<file path="src/rtl/alu_16_pkg.sv">
`default_nettype none
// ============================================================================
//  Module      : alu_16_pkg
//  Description : Shared constants for the alu_16 arithmetic unit.
//                Holds the opcode encoding, the FSM state encoding and the
//                iteration count of the sequential multiply/divide engine.
//  Revision    : 1.0  initial release
// ============================================================================
package alu_16_pkg;

  // Number of shift-add / restoring iterations for one mul or div.
  localparam int ITER = 16;

  // Opcode encoding. Any opcode with bit 2 set is reserved and yields 0.
  localparam logic [2:0] OP_ADD = 3'b000;
  localparam logic [2:0] OP_SUB = 3'b001;
  localparam logic [2:0] OP_MUL = 3'b010;
  localparam logic [2:0] OP_DIV = 3'b011;

  // Top-level FSM state encoding.
  localparam int         ST_W    = 2;
  localparam logic [1:0] ST_IDLE = 2'd0;
  localparam logic [1:0] ST_MUL  = 2'd1;
  localparam logic [1:0] ST_DIV  = 2'd2;
  localparam logic [1:0] ST_FIN  = 2'd3;

endpackage : alu_16_pkg
`default_nettype wire

</file>
<file path="src/rtl/alu_16_seqmd.sv">
`default_nettype none
// ============================================================================
//  Module      : alu_16_seqmd
//  Description : Iterative unsigned magnitude multiply / divide engine.
//                mode_i=0 : shift-add multiply, mag_o = low WIDTH bits of
//                           a_mag_i * b_mag_i.
//                mode_i=1 : restoring divide, mag_o = a_mag_i / b_mag_i
//                           (quotient only; b_mag_i=0 gives all ones and must
//                           be handled by the caller).
//                Operands are loaded on the edge where go_i=1; the following
//                ITER edges each perform one iteration.
//  Ports       : clk      in   clock
//                reset    in   synchronous active-high reset
//                go_i     in   load operands and start
//                mode_i   in   0 = multiply, 1 = divide
//                a_mag_i  in   WIDTH+1 bit multiplicand / dividend magnitude
//                b_mag_i  in   WIDTH+1 bit multiplier / divisor magnitude
//                mag_o    out  WIDTH bit magnitude result
//                busy_o   out  iterations in progress
//                last_o   out  the upcoming edge performs the final iteration
//  Revision    : 1.0  initial release
// ============================================================================
module alu_16_seqmd
  import alu_16_pkg::*;
#(
  parameter int WIDTH = 16
) (
  input  logic             clk,
  input  logic             reset,
  input  logic             go_i,
  input  logic             mode_i,
  input  logic [WIDTH:0]   a_mag_i,
  input  logic [WIDTH:0]   b_mag_i,
  output logic [WIDTH-1:0] mag_o,
  output logic             busy_o,
  output logic             last_o
);

  localparam int             MW     = WIDTH + 1;
  localparam int             CW     = $clog2(ITER);
  localparam logic [CW-1:0]  C_LAST = CW'(ITER - 1);

  // a_q : multiplicand (shifted left)  / partial remainder
  // b_q : multiplier   (shifted right) / divisor
  // p_q : product accumulator          / dividend-in, quotient-out shifter
  logic [MW-1:0] a_q, a_d;
  logic [MW-1:0] b_q, b_d;
  logic [MW-1:0] p_q, p_d;
  logic          mode_q, mode_d;
  logic          busy_q, busy_d;
  logic [CW-1:0] cnt_q, cnt_d;

  logic [MW-1:0] w_sum;
  logic [MW-1:0] w_shift;
  logic [MW:0]   w_trial;
  logic          w_trial_ok;

  // Restoring step: bring the next dividend bit into the remainder and try
  // to subtract the divisor; the extra top bit of w_trial is the borrow.
  assign w_sum      = p_q + a_q;
  assign w_shift    = {a_q[WIDTH-1:0], p_q[WIDTH-1]};
  assign w_trial    = {1'b0, w_shift} - {1'b0, b_q};
  assign w_trial_ok = ~w_trial[MW];

  always_comb begin
    a_d    = a_q;
    b_d    = b_q;
    p_d    = p_q;
    mode_d = mode_q;
    busy_d = busy_q;
    cnt_d  = cnt_q;
    if (go_i) begin
      mode_d = mode_i;
      busy_d = 1'b1;
      cnt_d  = '0;
      b_d    = b_mag_i;
      if (mode_i) begin
        a_d = '0;
        p_d = a_mag_i;
      end else begin
        a_d = a_mag_i;
        p_d = '0;
      end
    end else if (busy_q) begin
      cnt_d = cnt_q + 1'b1;
      if (cnt_q == C_LAST) begin
        busy_d = 1'b0;
      end
      if (mode_q) begin
        a_d = w_trial_ok ? w_trial[MW-1:0] : w_shift;
        p_d = {1'b0, p_q[WIDTH-2:0], w_trial_ok};
      end else begin
        if (b_q[0]) begin
          p_d = w_sum;
        end
        a_d = {a_q[MW-2:0], 1'b0};
        b_d = {1'b0, b_q[MW-1:1]};
      end
    end
  end

  always_ff @(posedge clk) begin
    if (reset) begin
      a_q    <= '0;
      b_q    <= '0;
      p_q    <= '0;
      mode_q <= 1'b0;
      busy_q <= 1'b0;
      cnt_q  <= '0;
    end else begin
      a_q    <= a_d;
      b_q    <= b_d;
      p_q    <= p_d;
      mode_q <= mode_d;
      busy_q <= busy_d;
      cnt_q  <= cnt_d;
    end
  end

  assign mag_o  = p_q[WIDTH-1:0];
  assign busy_o = busy_q;
  assign last_o = busy_q && (cnt_q == C_LAST);

endmodule : alu_16_seqmd
`default_nettype wire

</file>
<file path="src/rtl/alu_16.sv">
`default_nettype none
// ============================================================================
//  Module      : alu_16
//  Description : Signed multi-cycle ALU with start/done handshake.
//                add/sub/reserved complete on the start edge; mul/div run on
//                the shared magnitude engine for ITER cycles, then a FIN
//                cycle applies the sign and writes the result.
//  Ports       : clk     in   clock
//                reset   in   synchronous active-high reset
//                start   in   request, sampled only in IDLE
//                opcode  in   000 add, 001 sub, 010 mul, 011 div, 1xx -> 0
//                A       in   signed operand (dividend / multiplicand)
//                B       in   signed operand (divisor / multiplier)
//                result  out  registered signed result
//                done    out  registered one-cycle completion pulse
//  Revision    : 1.0  initial release
// ============================================================================
module alu_16
  import alu_16_pkg::*;
#(
  parameter int WIDTH = 16
) (
  input  logic             clk,
  input  logic             reset,
  input  logic             start,
  input  logic [2:0]       opcode,
  input  logic [WIDTH-1:0] A,
  input  logic [WIDTH-1:0] B,
  output logic [WIDTH-1:0] result,
  output logic             done
);

  logic [ST_W-1:0]  state_q, state_d;
  logic             sign_q, sign_d;
  logic             zero_q, zero_d;
  logic [WIDTH-1:0] result_q, result_d;
  logic             done_q, done_d;

  logic             w_accept;
  logic             w_go;
  logic [WIDTH:0]   w_a_ext, w_b_ext;
  logic [WIDTH:0]   w_a_mag, w_b_mag;
  logic [WIDTH-1:0] w_mag;
  logic [WIDTH-1:0] w_fixed;
  logic             w_eng_busy;
  logic             w_eng_last;

  // Magnitudes are one bit wider so that the most negative operand is exact.
  assign w_a_ext = {A[WIDTH-1], A};
  assign w_b_ext = {B[WIDTH-1], B};
  assign w_a_mag = A[WIDTH-1] ? ('0 - w_a_ext) : w_a_ext;
  assign w_b_mag = B[WIDTH-1] ? ('0 - w_b_ext) : w_b_ext;

  assign w_accept = (state_q == ST_IDLE) && start;
  assign w_go     = w_accept && ((opcode == OP_MUL) || (opcode == OP_DIV));

  alu_16_seqmd #(
    .WIDTH (WIDTH)
  ) u_seqmd (
    .clk     (clk),
    .reset   (reset),
    .go_i    (w_go),
    .mode_i  (opcode == OP_DIV),
    .a_mag_i (w_a_mag),
    .b_mag_i (w_b_mag),
    .mag_o   (w_mag),
    .busy_o  (w_eng_busy),
    .last_o  (w_eng_last)
  );

  // Sign fix-up; a zero divisor forces the result to 0 regardless of the
  // all-ones quotient the restoring engine produces.
  assign w_fixed = zero_q ? '0 : (sign_q ? ('0 - w_mag) : w_mag);

  // ---------------- state register ----------------
  always_ff @(posedge clk) begin
    if (reset) begin
      state_q  <= ST_IDLE;
      sign_q   <= 1'b0;
      zero_q   <= 1'b0;
      result_q <= '0;
      done_q   <= 1'b0;
    end else begin
      state_q  <= state_d;
      sign_q   <= sign_d;
      zero_q   <= zero_d;
      result_q <= result_d;
      done_q   <= done_d;
    end
  end

  // ---------------- next-state logic ----------------
  always_comb begin
    state_d = state_q;
    sign_d  = sign_q;
    zero_d  = zero_q;
    case (state_q)
      ST_IDLE: begin
        if (w_go) begin
          sign_d  = A[WIDTH-1] ^ B[WIDTH-1];
          zero_d  = (opcode == OP_DIV) && (B == '0);
          state_d = (opcode == OP_DIV) ? ST_DIV : ST_MUL;
        end
      end
      ST_MUL, ST_DIV: begin
        // An idle engine here would mean the two sides lost step; fall
        // back to IDLE instead of waiting forever.
        if (!w_eng_busy) begin
          state_d = ST_IDLE;
        end else if (w_eng_last) begin
          state_d = ST_FIN;
        end
      end
      ST_FIN: begin
        state_d = ST_IDLE;
      end
      default: begin
        state_d = ST_IDLE;
      end
    endcase
  end

  // ---------------- output logic ----------------
  always_comb begin
    result_d = result_q;
    done_d   = 1'b0;
    if (w_accept) begin
      case (opcode)
        OP_ADD: begin
          result_d = A + B;
          done_d   = 1'b1;
        end
        OP_SUB: begin
          result_d = A - B;
          done_d   = 1'b1;
        end
        OP_MUL, OP_DIV: begin
          result_d = result_q;
        end
        default: begin
          result_d = '0;
          done_d   = 1'b1;
        end
      endcase
    end else if (state_q == ST_FIN) begin
      result_d = w_fixed;
      done_d   = 1'b1;
    end
  end

  assign result = result_q;
  assign done   = done_q;

endmodule : alu_16
`default_nettype wire

</file>
<file path="config.mk">
export PLATFORM = sky130hd
export DESIGN_NAME = alu_16
export DESIGN_NICKNAME = d
export VERILOG_FILES = /design/src/rtl/alu_16_pkg.sv /design/src/rtl/alu_16_seqmd.sv /design/src/rtl/alu_16.sv
export SDC_FILE = /design/constraint.sdc
export NUM_CORES = 1
export LEC_CHECK = 0
export BUFFER_PORTS_ARGS = -buffer_cell sky130_fd_sc_hd__buf_4
export CAP_MARGIN = 20
export CELL_PAD_IN_SITES_DETAIL_PLACEMENT = 1
export CELL_PAD_IN_SITES_GLOBAL_PLACEMENT = 1
export CORE_MARGIN = 2
export CORE_UTILIZATION = 40
export DETAILED_ROUTE_END_ITERATION = 12
export PLACE_DENSITY_LB_ADDON = 0.1
export REMOVE_ABC_BUFFERS = 1
export SLEW_MARGIN = 10
export SYNTH_ARGS = -nofsm -noshare
export SYNTH_HDL_FRONTEND = slang
export SYNTH_SLANG_ARGS = --single-unit
</file>
<file path="constraint.sdc">
create_clock -name clk -period 7.93 [get_ports clk]
set_input_delay 0.3965 -clock clk [delete_from_list [all_inputs] [get_ports clk]]
set_output_delay 0.3965 -clock clk [all_outputs]
set_load 0.02 [all_outputs]
</file>
==> flow_summary.yaml, run 1 <==
cells_and_area:
  num_antenna_cells: 0
  syn_to_final_growth_pct: 12.5
  post_route_cells_drive_above_1_share_pct: 10.4
  nets: 1049
pwr:
  internal_power_mw: 1.08
  leakagePower_nw: 3.10
  vdd_drop_max_mv: 0.154
  p_switching_mw: 0.884
  power_density_mw_per_mm2: 249
  pwr-share-clk_pct: 22.2
  power_frac_seq_pct: 26.6
  swShare_pct: 44.9
  totalPowerFinal_mw: 1.97
  pwr-share-comb_pct: 51.1
floorplanning:
  coreArea_sq_mm: 0.0172
  num_io_pins: 55
  num_rows: 48
  die_x_um: 137
  die_h_um: 137
  die-area_sq_mm: 0.0187
  start_util_pct: 40.8
sta:
  fmax_mhz: 290
  grt_setup_unrepaired: "no"
  tightest_slew_ns: 0.874
  setup_violations: 0
  relSlewSlack_pct: 41.5
  finalWorstSetupSlack_ns: 4.48
  finalClockSkew_ns: 0.00780
  period_minus_slack_ns: 3.45
  slew_violations: 0
  setup_tns_ns: 0
  hold_viol: 0
  fin_crit_sh_pct: 43.6
synthesis:
  yosysWarnings: 0
  synth.distinct_cells: 75
  synth_area_sq_mm: 0.00704
  synth.top_cell.area_share_pct: 21.6
  syn_inst: 925
  synth_ff_type: "dfxtp_1"
  ys_ff_latch: 76
  yosysTopAreaCell: "dfxtp_1"
  ys_top_cells_by_area: "dfxtp_1 (22%), ha_1 (9.6%), xnor2_1 (6.0%), nor2_1 (5.8%), a21oi_1 (5.3%)"
  ys_async_sr_fraction_pct: 0
  ys_seq_area_share_pct: 21.6
  synth_edf_count: 0
  avgSynthCellArea_sq_um: 7.61
  synth_most_common_cell: "nor2_1"
  synth_commonest_cells: "nor2_1 (108), dfxtp_1 (76), a21oi_1 (75)"
clocking:
  cts-root-buf: "clkbuf_16"
  htreeDepth: 3
  cts_tree: "done"
  cts.sink_count: 76
  postCtsSetupBuffers: 0
  cts_hold_buf: 0
  postCtsResizedCells: 0
  clkTransAtPathRegs_ns: 0.06
  cts_made_buffers: 9
  clkLatencyLatePin_ns: 0.36
  cts_buffer_depth: 2
setup_path:
  critPathCaptureType: "flip-flop"
  rr_startpoint: "u_seqmd.a_q[10]$_SDFFE_PP0P_"
  worst_path_most_repeated_cell: "ha_1"
  start_kind: "primary input"
  arrival_ns: 3.67
  slowest_delay_ns: 0.46
  r2r_slack_ns: 4.79
  slowest_stage: "or4_4"
  rr_worst_depth: 8
  reg2reg_to: "u_seqmd.a_q[6]$_SDFFE_PP0P_"
  critical_path.top_delay_family: "simple AND/OR/NAND/NOR gates"
  worst-path-buf-inv: 2
  required_ns: 8.14
  cp_cell_sequence: "buf_4 -> inv_1 -> ha_1 -> or3b_4 -> or4_4 -> or3_4 -> nand2_1 -> xor2_1 -> ha_1 -> a21o_1 -> a21oi_1 -> nor2b_1 -> a311oi_1 -> mux2i_1 -> o31ai_1"
  cp_max_fo: 5
  crit_type: "primary input to flip-flop"
detailed_routing:
  via_per_inst: 6.05
  wire_per_inst_um: 21.6
  drt_drc_violations_left: 0
  antenna_left: 0
  wl_um: 25600
  dr.pass1.iters: 5
  via_count: 7159
  drt_iter0_markers: 381
global_route:
  grt_pass1_wl_um: 39900
  track_usage_pct: 28.1
  grt_antenna_before_repair: 0
  grt_max_degree: 58
  overflow: 0
  first_global_vias: 7142
status:
  status: "completed"
hold_path:
  hold_path_class: "primary input to flip-flop"
  min-delay-start: "B[0]"
  hold_end: "u_seqmd.b_q[0]$_SDFFE_PP0P_"
  worstHoldPathCells: 3
flow_run:
  drv_cap: 0
placement:
  hpwl_um: 19700
  portBuffers: 54
  place_congestion: 0.896
  pre_cts_ws_ns: 4.14
-- layer usage --
layer / vias up / share of wire, % / track usage [%]
li1: 3471 / - / -
met4: 0 / 2.7 / 9.66
met3: 48 / 3.6 / 3.33
met2: 158 / 46 / 45.8
met1: 3482 / 48 / 38.3
met5: - / 0 / 0
-- power by group through the flow --
stage / combinational, mW / clock, mW / sequential [mW]
detailed placement: 0.998 / 0 / 0.530
finish: 1.01 / 0.437 / 0.524
global placement: 0.984 / 0 / 0.530
CTS: 1.00 / 0.442 / 0.522
global route: 1.11 / 0.456 / 0.530
floorplan: 0.662 / 0 / 0.539
-- flip-flops by register name, indices dropped and copies added (netlist names) --
name / flops
u_seqmd.cnt_q: 4
result: 16
u_seqmd.mode_q: 1
u_seqmd.busy_o: 1
zero_q: 1
done: 1
u_seqmd.a_q: 16
u_seqmd.b_q: 17
u_seqmd.p_q: 16
state_q: 2
sign_q: 1
-- through the flow --
| stage | area (sq um) | utilization [%] | hold WS [ns] | std cells |
|---|---|---|---|---|
| final | 7920 | 45.9 | 0.374 | 1184 |
| after global routing | 7920 | 45.9 | 0.399 | 1184 |
| after floorplan | 6870 | - | 0.439 | 882 |
| after CTS | 7920 | 45.9 | 0.373 | 1184 |
| after global placement | 7610 | 44.2 | 0.467 | 1168 |
| after detailed placement | 7610 | 44.2 | 0.470 | 1168 |
-- final cells by class --
cell class	instances	area [sq um]
Clock buffer	9	225
Clock inverter	7	77.6
Fill cell	2185	9320
Inverter	42	158
Multi-Input combinational cell	764	5200
Sequential cell	76	1520
Tap cell	225	282
Timing Repair Buffer	61	458
-- cells in the final DEF, fill, tap and decap left out, types with 4 or more instances in the layout --
cell          n
o21a_1       16
a221oi_1     12
and2_1        6
xnor2_1      48
nand3_1      16
inv_1        42
nor2_1      108
o21ai_1       4
clkbuf_16     9
clkinvlp_4    4
o31ai_1      17
o21bai_1      6
buf_4        61
or4_1         6
or3_1         5
o22ai_1       7
o21ai_0      53
mux2i_1      11
nor3_1       35
ha_1         54
a22oi_1      10
a311oi_1      9
a31oi_1      10
dfxtp_1      76
a32oi_1       4
o41ai_1       6
o211ai_1     11
xor2_1       41
nand2b_1     14
nand2_1      67
a21o_1       13
a21oi_1      75
a211oi_1     19
nor2b_1      12
-- kinds of logic (layout without fill, tap and decap cells) --
logic type	after synthesis	in the layout	share of synthesized area [%]
and+or+nand+nor	296	296	20.0
adders and majority gates	57	57	10.5
DFF	76	76	21.6
AOI/OAI and AO/OA	311	311	30.6
buffers and inverters	85	119	4.62
muxes	11	11	1.57
xor gates and xnor gates	89	89	11.1
-- worst reg2reg max path: cells and delay by family, from the launching register on --
kind | cells | cell delay (ns)
DFF | 1 | 0.52
AOI/OAI and AO/OA | 5 | 1.83
adders and majority gates | 1 | 0.38
and+or+nand+nor | 2 | 0.32
-- worst max path at each step --
| stage | startpoint | end | slack (ns) | cells past startpoint |
|---|---|---|---|---|
| global placement | B[1] | result[15]$_SDFFE_PP0P_ | 4.16 | 15 |
| detailed placement | B[1] | result[15]$_SDFFE_PP0P_ | 4.14 | 15 |
| floorplan | state_q[0]$_SDFFE_PP0P_ | u_seqmd.b_q[12]$_SDFFE_PP0P_ | 4.24 | 9 |
| CTS | B[1] | result[15]$_SDFFE_PP0P_ | 4.49 | 15 |
| finish | B[1] | result[15]$_SDFFE_PP0P_ | 4.48 | 15 |
| global route | B[1] | result[14]$_SDFFE_PP0P_ | 4.29 | 15 |
Power figures use the tool's default switching activity.
==> inputs of run 2 (changes only) <==
Clock period 7.93 ns to 3.5 ns, I/O delays scaled along.
==> flow_summary.yaml, run 2 (same netlist as run 1, synthesis figures left out) <==
setup_path:
  rr_startpoint: "u_seqmd.b_q[10]$_SDFFE_PP0P_"
  required_ns: 3.73
  rr_worst_depth: 9
  critPathCaptureType: "flip-flop"
  reg2reg_to: "u_seqmd.a_q[6]$_SDFFE_PP0P_"
  r2r_slack_ns: 0.52
  crit_type: "primary input to flip-flop"
  start_kind: "primary input"
  cp_max_fo: 6
  arrival_ns: 3.36
detailed_routing:
  wire_per_inst_um: 21.5
  drt_iter0_markers: 456
  antenna_left: 0
  via_per_inst: 6.04
  drt_drc_violations_left: 0
  via_count: 7290
  wl_um: 25900
  dr.pass1.iters: 5
cells_and_area:
  nets: 1071
  final_common_cell: "nor2_1"
  multi_input_area_sq_mm: 0.00520
  syn_to_final_growth_pct: 14.9
  finalInstanceArea_sq_mm: 0.00808
  filler_cell_count: 2173
  top_register: "u_seqmd.b_q"
  layout_common_cells: "nor2_1 (108), buf_4 (83), dfxtp_1 (76), a21oi_1 (75), nand2_1 (67)"
  largest_register_ff_count: 17
  final-seq-area_sq_mm: 0.00152
  post_route_cells_drive_above_1_share_pct: 12.4
  num_antenna_cells: 0
sta:
  finalClockSkew_ns: 0.00805
  grt_setup_unrepaired: "no"
  setup_violations: 0
  fin_crit_sh_pct: 89.5
  relSlewSlack_pct: 41.1
  whs_ns: 0.170
  period_minus_slack_ns: 3.13
  fmax_mhz: 319
  slew_violations: 0
  tightest_slew_ns: 0.880
  hold_viol: 0
clocking:
  cts_buffer_depth: 2
  postCtsResizedCells: 0
  cts.sink_count: 76
  cts_hold_buf: 0
  cts_made_buffers: 9
  clkTransAtPathRegs_ns: 0.07
  postCtsSetupBuffers: 0
  htreeDepth: 3
  cts-root-buf: "clkbuf_16"
  cts_tree: "done"
  clkLatencyLatePin_ns: 0.35
placement:
  place_congestion: 0.937
  dpl_cell_area_sq_mm: 0.00778
  hpwl_um: 20300
  portBuffers: 54
floorplanning:
  start_util_pct: 40.8
  num_rows: 48
  coreArea_sq_mm: 0.0172
  die-area_sq_mm: 0.0187
  die_x_um: 137
  num_io_pins: 55
  die_h_um: 137
global_route:
  track_usage_pct: 28.5
  overflow: 0
  grt_pass1_wl_um: 40500
  grt_max_degree: 32
  first_global_vias: 7148
  grt_antenna_before_repair: 0
pwr:
  power_density_mw_per_mm2: 558
  vdd_drop_max_mv: 0.401
  leakagePower_nw: 3.22
hold_path:
  hold_end: "u_seqmd.b_q[10]$_SDFFE_PP0P_"
  min-delay-start: "B[10]"
  hold_path_class: "primary input to flip-flop"
  worstHoldPathCells: 4
status:
  status: "completed"
flow_run:
  drv_cap: 0
[run 2: worst max-delay path by stage]
stage | start | to | slack, ns | cells past startpoint
global route | B[1] | result[14]$_SDFFE_PP0P_ | 0.12 | 15
finish | B[1] | result[14]$_SDFFE_PP0P_ | 0.37 | 15
CTS | B[1] | result[15]$_SDFFE_PP0P_ | 0.38 | 15
detailed placement | B[1] | result[15]$_SDFFE_PP0P_ | 0.04 | 15
floorplan | state_q[0]$_SDFFE_PP0P_ | u_seqmd.b_q[12]$_SDFFE_PP0P_ | -0.19 | 9
global placement | B[1] | result[15]$_SDFFE_PP0P_ | 0.07 | 15
[run 2: through the flow]
stage | setup slack [ns] | TNS [ns] | power [mW] | instances | utilization (%)
final | 0.367 | 0 | 4.51 | 1206 | 46.9
after global routing | 0.117 | 0 | 4.80 | 1206 | 46.9
after CTS | 0.382 | 0 | 4.51 | 1206 | 46.9
after detailed placement | 0.0435 | 0 | 3.49 | 1190 | 45.1
after global placement | 0.0721 | 0 | 3.47 | 1190 | 45.1
after floorplan | -0.187 | -0.693 | 2.72 | 882 | -
[run 2: cell type report]
cell class | count | area share [%]
multi-input combinational | 764 | 64.3
sequential | 76 | 18.8
timing repair buffer | 83 | 7.71
tap | 225 | 3.48
clock buffer | 10 | 2.96
inverter | 42 | 1.95
clock inverter | 6 | 0.789
[run 2: worst max-delay path, cell delays in order]
cell and delay [ns]:
buf_4 0.13, inv_1 0.08, ha_1 0.17, or3b_4 0.39, or4_4 0.45, o21ai_0 0.21
xor2_1 0.19, ha_1 0.32, and3_1 0.20, a211oi_1 0.25, o21ai_0 0.12, a21oi_1 0.23
o21ai_0 0.16, xor2_1 0.16, o2bb2ai_1 0.12
[run 2: report_power, final]
part / leakage, nW / total, mW / internal (mW) / switching [mW]
registers: 0.620 / 1.18 / 1.01 / 0.164
logic: 2.46 / 2.34 / 0.917 / 1.42
clock network: 0.144 / 1.00 / 0.572 / 0.429
total: 3.22 / 4.51 / 2.50 / 2.01
[run 2: routing by layer]
metal	part of all wire [%]	up-vias	track usage (%)
li1	-	3505	-
met1	47	3553	39.0
met2	45	183	44.8
met3	4.5	49	3.89
met4	3.6	0	12.4
met5	0	-	0
==> inputs of run 3 (changes only) <==
Settings changed: CTS_BUF_LIST set to sky130_fd_sc_hd__clkbuf_4.
==> flow_summary.yaml, run 3 (same netlist as run 1, synthesis figures left out) <==
global_route:
  grt_max_degree: 32
  overflow: 0
  grt_antenna_before_repair: 1
  track_usage_pct: 28.3
  grt_pass1_wl_um: 40300
  first_global_vias: 7141
clocking:
  cts-root-buf: "clkbuf_4"
  cts_made_buffers: 9
  postCtsResizedCells: 0
  cts_tree: "done"
  htreeDepth: 3
  cts_buffer_depth: 2
  clkTransAtPathRegs_ns: 0.15
  cts.sink_count: 76
  postCtsSetupBuffers: 0
  clkLatencyLatePin_ns: 0.49
floorplanning:
  num_rows: 48
  die_h_um: 137
  start_util_pct: 40.8
  die-area_sq_mm: 0.0187
  coreArea_sq_mm: 0.0172
  num_io_pins: 55
  die_x_um: 137
pwr:
  power_density_mw_per_mm2: 517
  vdd_drop_max_mv: 0.399
  leakagePower_nw: 3.15
  totalPowerFinal_mw: 4.10
setup_path:
  cp_max_fo: 10
  rr_startpoint: "u_seqmd.b_q[10]$_SDFFE_PP0P_"
  worst_path_most_repeated_cell: "a2111oi_2"
  required_ns: 3.89
  cp_cell_sequence: "inv_1 -> ha_1 -> a211o_1 -> a2111oi_2 -> nor2_1 -> o31ai_4 -> nand2_1 -> o2111a_1 -> a2111oi_2"
  crit_type: "flip-flop to flip-flop"
  critPathCaptureType: "flip-flop"
  slowest_stage: "o31ai_4"
  slowest_delay_ns: 0.59
  worst-path-buf-inv: 1
  crit_start: "u_seqmd.b_q[10]$_SDFFE_PP0P_"
  arrival_ns: 3.40
  critical_path.top_delay_family: "compound AO/OA/AOI/OAI gates"
  start_kind: "flip-flop"
placement:
  place_congestion: 0.937
  portBuffers: 54
  pre_cts_ws_ns: 0.0435
  place_inst: 1190
  hpwl_um: 20300
sta:
  grt_setup_unrepaired: "no"
  setup_violations: 0
  relSlewSlack_pct: 41.7
  fin_crit_sh_pct: 85.8
  slew_violations: 0
  finalClockSkew_ns: 0.0184
  period_minus_slack_ns: 3.00
  fmax_mhz: 333
  finalWorstSetupSlack_ns: 0.496
  hold_viol: 0
  tightest_slew_ns: 0.871
cells_and_area:
  final-seq-area_sq_mm: 0.00152
  final_common_cell: "nor2_1"
  filler_cell_count: 2186
  syn_to_final_growth_pct: 12.7
  top_register: "u_seqmd.b_q"
  largest_register_ff_count: 17
  multi_input_area_sq_mm: 0.00520
  nets: 1072
  layout_common_cells: "nor2_1 (108), buf_4 (83), dfxtp_1 (76), a21oi_1 (75), nand2_1 (67)"
  post_route_cells_drive_above_1_share_pct: 12.3
  fin_cells: 1208
detailed_routing:
  dr.pass1.iters: 5
  antenna_left: 0
  drt_iter0_markers: 419
  drt_drc_violations_left: 0
  wire_per_inst_um: 21.2
  wl_um: 25600
  via_count: 7215
  via_per_inst: 5.97
hold_path:
  hold_path_class: "primary input to flip-flop"
  min-delay-start: "B[13]"
status:
  status: "completed"
flow_run:
  drv_cap: 0
## run 3: cell types whose count changed in the layout (fill, tap and decap cells not counted), sizes merged
| cell | change |
|---|---|
| diode | +1 |
| clkinv | +1 |
| dlygate4sd3 | +1 |
| clkbuf | -1 |
## run 3: cell type report
class	instances	area share (%)
clock inverters	7	0.852
multi-input cells	764	65.5
well taps	225	3.55
inverters	42	1.99
diodes	1	0.0316
flip-flops and latches	76	19.2
clock buffers	9	0.852
repair buffers	84	7.99
## run 3: through the flow
stage | hold slack, ns | setup TNS, ns | utilization (%) | area (sq um)
final | 0.0334 | 0 | 46.0 | 7930
after floorplan | 0.240 | -0.693 | - | 6870
after detailed placement | 0.469 | 0 | 45.1 | 7780
after global routing | 0.0462 | 0 | 46.0 | 7930
after global placement | 0.462 | 0 | 45.1 | 7780
after CTS | 0.00928 | 0 | 46.0 | 7930
## run 3: worst paths after layout
| kind | end | slack [ns] | depth (start not counted) |
|---|---|---|---|
| worst max register to register | u_seqmd.a_q[6]$_SDFFE_PP0P_ | 0.50 | 9 |
| worst min-delay path | u_seqmd.b_q[13]$_SDFFE_PP0P_ | 0.03 | 4 |
| worst min register to register | u_seqmd.b_q[3]$_SDFFE_PP0P_ | 0.49 | 2 |
| worst max-delay path | u_seqmd.a_q[6]$_SDFFE_PP0P_ | 0.50 | 9 |
## run 3: power by group
part	internal, mW	switching, mW	leakage, nW
Combinational	0.917	1.41	2.46
Sequential	1.01	0.164	0.620
Clock	0.213	0.382	0.0693
Total	2.14	1.95	3.15
## run 3: tightest hold or removal path: cells and delay by family
kind | cells | cell delay [ns]
AOI/OAI and AO/OA | 1 | 0.06
xor gates and xnor gates | 1 | 0.07
buffers and inverters | 1 | 0.12
and+or+nand+nor | 1 | 0.07
## run 3: timing repair
item | CTS | global route
hold buffers | 1 | 0
endpoints found under the setup margin | 0 | 0
hold endpoints to repair | 1 | 0
## run 3: layer usage
metal	wire length, um	part of all wire [%]	global-route usage [%]	vias to the layer above
met5	0	0	0	-
met4	769	3.0	11.1	0
met3	1070	4.2	3.30	38
met2	11600	45	45.0	164
met1	12200	47	39.1	3504
li1	-	-	-	3509
